==> config.mk <==
export PLATFORM = sky130hd
export DESIGN_NAME = bcp_scheduler
export DESIGN_NICKNAME = d
export VERILOG_FILES = /design/src/rtl/bcp_scheduler.sv
export SDC_FILE = /design/constraint.sdc
export NUM_CORES = 1
export LEC_CHECK = 0
export ABC_AREA = 1
export CAP_MARGIN = 20
export CORE_MARGIN = 3
export CORE_UTILIZATION = 30
export DETAILED_ROUTE_END_ITERATION = 7
export REMOVE_ABC_BUFFERS = 1
export SKIP_CTS_REPAIR_TIMING = 1
export SYNTH_ARGS = -nofsm -noshare
export SYNTH_HDL_FRONTEND = slang
export SYNTH_SLANG_ARGS = --single-unit
==> constraint.sdc <==
create_clock -name clock -period 5.4 [get_ports clock]
set_input_delay 1.08 -clock clock [delete_from_list [all_inputs] [get_ports clock]]
set_output_delay 1.08 -clock clock [all_outputs]
set_load 0.1 [all_outputs]
==> src/rtl/bcp_scheduler.sv <==
// BCP_CORE sequencer: walks a clause range, round-robins clauses to evaluator lanes, collects verdicts.
// Optional BCP_SCHED_STATS_EN adds saturating stat_issued / stat_implied counters.
`ifndef MAX_VARS_BITS
`define MAX_VARS_BITS 15
`endif

module bcp_scheduler #(
    parameter int NUM_EVAL    = 2,
    parameter int CLAUSE_ID_W = 16,
    parameter int VAR_W       = `MAX_VARS_BITS + 1
) (
    input  logic                            clock,
    input  logic                            reset,
    input  logic                            start,
    input  logic [CLAUSE_ID_W-1:0]          start_clause_id,
    input  logic [CLAUSE_ID_W-1:0]          end_clause_id,
    input  logic                            abort,
    output logic                            bcp_busy,
    output logic                            done,
    output logic                            conflict,
    output logic [CLAUSE_ID_W-1:0]          conflict_clause_id,
    output logic [NUM_EVAL-1:0]             eval_start,
    output logic [CLAUSE_ID_W-1:0]          eval_clause_id,
    input  logic [NUM_EVAL-1:0]             eval_busy,
    input  logic [NUM_EVAL-1:0]             res_valid,
    input  logic [2*NUM_EVAL-1:0]           res_type,
    input  logic [NUM_EVAL*VAR_W-1:0]       res_var,
    input  logic [NUM_EVAL-1:0]             res_val,
    input  logic [NUM_EVAL*CLAUSE_ID_W-1:0] res_clause_id,
    output logic [NUM_EVAL-1:0]             res_ack,
    output logic                            imply_push,
    output logic [VAR_W-1:0]                imply_var,
    output logic                            imply_val,
    input  logic                            imply_full
`ifdef BCP_SCHED_STATS_EN
    ,
    output logic [31:0]                     stat_issued,
    output logic [31:0]                     stat_implied
`endif
);

    localparam int RRW = (NUM_EVAL > 1) ? $clog2(NUM_EVAL) : 1;
    localparam int OCW = $clog2(NUM_EVAL) + 1;

    typedef enum logic [1:0] {IDLE, ISSUE, DRAIN, DONE} state_t;

    state_t                 state, state_nx;
    logic [CLAUSE_ID_W:0]   next_id, next_id_nx;
    logic [CLAUSE_ID_W-1:0] end_id;
    logic [RRW-1:0]         rr_issue, rr_res;
    logic [OCW-1:0]         outstanding;

    logic           iss_found, res_found;
    logic [RRW-1:0] iss_lane, res_lane;
    logic           issue_now, ack_now, push_now, conf_now;
    logic           collecting;
    logic [1:0]     sel_type;

    function automatic logic [RRW-1:0] wrap_add(input logic [RRW-1:0] base, input int k);
        int s;
        s = int'(base) + k;
        if (s >= NUM_EVAL) s = s - NUM_EVAL;
        return RRW'(s);
    endfunction

    always_comb begin
        iss_found = 1'b0;
        iss_lane  = '0;
        res_found = 1'b0;
        res_lane  = '0;
        for (int k = 0; k < NUM_EVAL; k++) begin
            if (!iss_found && !eval_busy[wrap_add(rr_issue, k)]) begin
                iss_found = 1'b1;
                iss_lane  = wrap_add(rr_issue, k);
            end
            if (!res_found && res_valid[wrap_add(rr_res, k)]) begin
                res_found = 1'b1;
                res_lane  = wrap_add(rr_res, k);
            end
        end
    end

    assign collecting = (state == ISSUE) || (state == DRAIN);
    assign issue_now  = (state == ISSUE) && !abort && !conflict &&
                        (next_id <= {1'b0, end_id}) && iss_found;
    assign sel_type   = res_type[{res_lane, 1'b0} +: 2];
    assign next_id_nx = next_id + {{CLAUSE_ID_W{1'b0}}, issue_now};

    // Units wait on imply_full unless a conflict already makes them moot
    always_comb begin
        ack_now  = 1'b0;
        push_now = 1'b0;
        conf_now = 1'b0;
        if (collecting && res_found) begin
            case (sel_type)
                2'b01: begin
                    if (conflict) begin
                        ack_now = 1'b1;
                    end else if (!imply_full) begin
                        ack_now  = 1'b1;
                        push_now = 1'b1;
                    end
                end
                2'b10: begin
                    ack_now  = 1'b1;
                    conf_now = !conflict;
                end
                default: ack_now = 1'b1;
            endcase
        end
    end

    always_comb begin
        eval_start = '0;
        res_ack    = '0;
        if (issue_now) eval_start[iss_lane] = 1'b1;
        if (ack_now)   res_ack[res_lane]    = 1'b1;
    end

    assign eval_clause_id = issue_now ? next_id[CLAUSE_ID_W-1:0] : '0;
    assign imply_push     = push_now;
    assign imply_var      = push_now ? res_var[res_lane*VAR_W +: VAR_W] : '0;
    assign imply_val      = push_now & res_val[res_lane];
    assign bcp_busy       = (state != IDLE);
    assign done           = (state == DONE);

    always_comb begin
        state_nx = state;
        unique case (state)
            IDLE: begin
                if (start) state_nx = (start_clause_id > end_clause_id) ? DONE : ISSUE;
            end
            ISSUE: begin
                if (abort || conflict || (next_id_nx > {1'b0, end_id})) state_nx = DRAIN;
            end
            DRAIN: begin
                if (outstanding == '0) state_nx = DONE;
            end
            DONE: state_nx = IDLE;
        endcase
    end

    always_ff @(posedge clock or negedge reset) begin
        if (!reset) begin
            state              <= IDLE;
            next_id            <= '0;
            end_id             <= '0;
            rr_issue           <= '0;
            rr_res             <= '0;
            outstanding        <= '0;
            conflict           <= 1'b0;
            conflict_clause_id <= '0;
        end else begin
            state <= state_nx;
            if (state == IDLE && start) begin
                end_id             <= end_clause_id;
                next_id            <= {1'b0, start_clause_id};
                conflict           <= 1'b0;
                conflict_clause_id <= '0;
            end else begin
                next_id <= next_id_nx;
            end
            if (issue_now) rr_issue <= wrap_add(iss_lane, 1);
            if (ack_now)   rr_res   <= wrap_add(res_lane, 1);
            case ({issue_now, ack_now})
                2'b10:   outstanding <= outstanding + OCW'(1);
                2'b01:   outstanding <= outstanding - OCW'(1);
                default: outstanding <= outstanding;
            endcase
            // First conflict accepted owns the clause ID
            if (conf_now) begin
                conflict           <= 1'b1;
                conflict_clause_id <= res_clause_id[res_lane*CLAUSE_ID_W +: CLAUSE_ID_W];
            end
        end
    end

`ifdef BCP_SCHED_STATS_EN
    always_ff @(posedge clock or negedge reset) begin
        if (!reset) begin
            stat_issued  <= '0;
            stat_implied <= '0;
        end else begin
            if (issue_now && stat_issued != '1)  stat_issued  <= stat_issued + 32'd1;
            if (push_now && stat_implied != '1)  stat_implied <= stat_implied + 32'd1;
        end
    end
`endif

endmodule

==> impl_metrics.py <==
metrics = {
    "detailed_routing": {
        "routed_wire_length_per_instance_um": 14.8,
        "routed_wl_mm": 14.2,
        "drtPass1Iterations": 4,
        "vias": 4503,
        "via_per_inst": 4.69,
        "drt_iter0_drc": 215,
        "drc_errors": 0,
        "ant_nets": 0,
    },
    "run": {
        "cap_violations": 0,
    },
    "logic_synthesis": {
        "seq_area_frac_synth_pct": 31.0,
        "yosys_register_bits": 56,
        "yosysUniqueCellTypes": 41,
        "synth.largest_area_cell": "dfrtp_1",
        "avgSynthCellArea_um2": 7.31,
        "synthCells": 618,
        "yosysTopAreaCellShare_pct": 31.0,
        "synth_area_mm2": 0.00452,
        "synth_area_leaders": "dfrtp_1 31%, ha_1 16%, nand2_1 13%",
        "yosys_warnings": 0,
    },
    "timing": {
        "fmax_mhz": 221,
        "grt_setup_unrepaired": "no",
        "slew_headroom_pct": 30.7,
        "maxSlewViolCount": 0,
        "hold_ws_ns": 0.474,
        "setup_violations": 0,
        "hold_viol": 0,
        "tightest_slew_ns": 1.04,
        "period_share_pct": 83.9,
        "fin_ws_ns": 0.867,
        "skew_ns": 0.00489,
        "period_minus_slack_ns": 4.53,
    },
    "global_routing": {
        "grtUsageTotal_pct": 17.5,
        "antenna_found_initial": 0,
        "grt_pass1_wl_mm": 23.5,
        "grt_start_max_net_pins": 59,
        "grt_pass1_vias": 4845,
        "gr-total-overflow": 0,
    },
    "clock_tree": {
        "cts_buffers": 5,
        "worstSkewPairLatency_ns": 0.30,
        "clkTransAtPathRegs_ns": 0.07,
        "h-tree-depth": 2,
        "clk_path_buf_depth": 2,
        "root_buffer": "clkbuf_16",
        "clock-sinks": 56,
        "tritoncts": "done",
    },
    "status": {
        "status": "completed",
    },
    "place": {
        "gp_congestion": 0.867,
        "numPortBuffers": 167,
        "dp_slack_ns": 0.586,
        "placed_cell_area_mm2": 0.00631,
        "hpwl_mm": 11.5,
    },
    "cells_and_area": {
        "stdcell_area_mm2": 0.00644,
        "fin_util_pct": 44.0,
        "drive_above_1_share_pct": 9.92,
        "diodes": 0,
        "layout.nets": 943,
        "fill_cells": 1516,
        "syn_to_final_growth_pct": 42.7,
    },
    "worst_setup_path": {
        "rr_worst_depth": 32,
        "path_class": "flop to flop",
        "setup.worst_path.start_class": "flop",
        "critPathRequiredTime_ns": 5.59,
        "worst-endpoint-arrival_ns": 4.73,
        "cp_slowest_cell": "dfrtp_1",
        "critPathBufInv": 3,
        "cpPeakStageDelay_ns": 0.44,
        "reg2reg_slack_ns": 0.87,
        "path_common_cell": "nand2_1",
        "critPathTopFamily": "simple AND/OR/NAND/NOR gates",
        "regToRegEndpoint": "state[1]",
        "endpoint_kind": "flop",
        "r2r_start": "next_id[6]",
        "cp_max_fo": 4,
    },
    "floorplan": {
        "dieArea_mm2": 0.0166,
        "start_util_pct": 30.8,
        "ios": 168,
        "fp.dieH_um": 129,
        "die_w_um": 129,
        "core_mm2": 0.0146,
        "core.rowCount": 44,
    },
    "worst_hold_path": {
        "hold_start": "outstanding[1]",
        "min_path_type": "flop to flop",
        "holdPathStages": 1,
        "min_delay_worst_endpoint": "outstanding[1]",
    },
    "power": {
        "ir_worst_vdd_mv": 0.272,
        "leakagePower_nw": 3.20,
        "finalPower_w": 0.00345,
        "power_per_cell_area_mw_per_mm2": 536,
    },
}
==> layout by cell type, fill, tap and decap left out, types with 3 or more instances in the layout <==
master           count
xor2_1               9
nor3_1               8
a21oi_2              3
o21a_1               3
nor2_4               3
inv_2                3
nor2_1              76
ha_1                56
nand4_1              7
o21ai_0             26
inv_1               82
nand2_1            155
a21oi_1             31
o21ai_1              4
or2_2                3
buf_12               5
dfrtp_1             56
nand3_1             30
clkbuf_16            5
buf_4               37
clkdlybuf4s50_1    128
nand2_2              4
o31ai_1             17
==> Yosys cell counts <==
cell type / count
a21oi_1: 31
o21bai_1: 1
nand2_2: 3
nand3_4: 2
nand2_4: 1
nand4_4: 1
o21ai_1: 4
nor3_1: 8
inv_1: 82
o21ai_2: 1
a21o_1: 1
dfrtp_1: 56
o31ai_2: 1
o21ai_0: 26
buf_1: 1
or2_1: 1
or3_1: 1
o31ai_1: 17
nand3b_1: 2
ha_1: 56
nand2_1: 156
o211ai_1: 1
nor4_4: 2
buf_6: 3
a21oi_2: 3
inv_2: 3
o21a_1: 3
or2_2: 3
nand4_1: 7
nand4_2: 1
nand3_2: 1
nor3_2: 1
xor2_2: 1
a211oi_1: 1
nor2_1: 76
nand3_1: 30
xor2_1: 9
xnor2_1: 2
buf_2: 4
clkbuf_1: 12
nor2_4: 3
==> worst max-delay path by stage <==
| stage | end | slack (ns) | cells after the start | startpoint |
|---|---|---|---|---|
| after detailed placement | state[1] | 0.59 | 28 | abort |
| final | state[1] | 0.87 | 32 | next_id[6] |
| after global placement | state[0] | 0.79 | 28 | abort |
| after floorplan | imply_val | -0.59 | 8 | res_valid[0] |
| after CTS | state[1] | 0.89 | 32 | next_id[6] |
| after global routing | state[1] | 0.30 | 32 | next_id[6] |
==> final cells by class <==
type | count | area, µm² | share of cell area, %
Sequential cell | 56 | 1400 | 21.7
Clock buffer | 6 | 129 | 2.00
Tap cell | 184 | 230 | 3.57
Inverter | 85 | 319 | 4.95
Clock inverter | 1 | 5.00 | 0.0777
Timing Repair Buffer | 171 | 1660 | 25.8
Multi-Input combinational cell | 457 | 2700 | 41.8
==> per-layer routing <==
layer  vias up  wire length (µm)  GRT usage [%]
li1       2310                 -              -
met4         0               163           3.95
met5         -                 0              0
met1      2041              5860           20.4
met2       144              6910           30.9
met3         8              1240           6.19
==> cells by family (layout without fill, tap and decap cells) <==
kind of cell,count (synthesis),in the layout,synth area share (%)
AO/OA/AOI/OAI,90,90,11.8
flip-flops,56,56,31.0
XOR/XNOR,12,12,2.49
adder cells (fa/ha/maj),56,56,15.5
buffers and inverters,105,263,9.34
AND/OR/NAND/NOR,299,299,29.8
==> flip-flops by register name (all words and copies together) (netlist names) <==
name,cells
conflict,1
conflict_clause_id,16
end_id,16
next_id,17
outstanding,2
rr_issue,1
rr_res,1
state,2
==> power by group <==
part           leakage, nW  internal (W)  switching, W  total [W]
registers            0.711      0.000620      0.000179   0.000799
logic                 2.43      0.000714       0.00161    0.00233
clock network       0.0667      0.000170      0.000159   0.000329
total                 3.20       0.00150       0.00195    0.00345
==> through the flow <==
step           setup TNS (ns)  instances
2_1_floorplan           -8.23        598
3_3_place_gp                0        953
3_5_place_dp                0        953
4_1_cts                     0        960
5_1_grt                     0        960
6_report                    0        960
No activity file was read; power rests on OpenSTA's default activity.
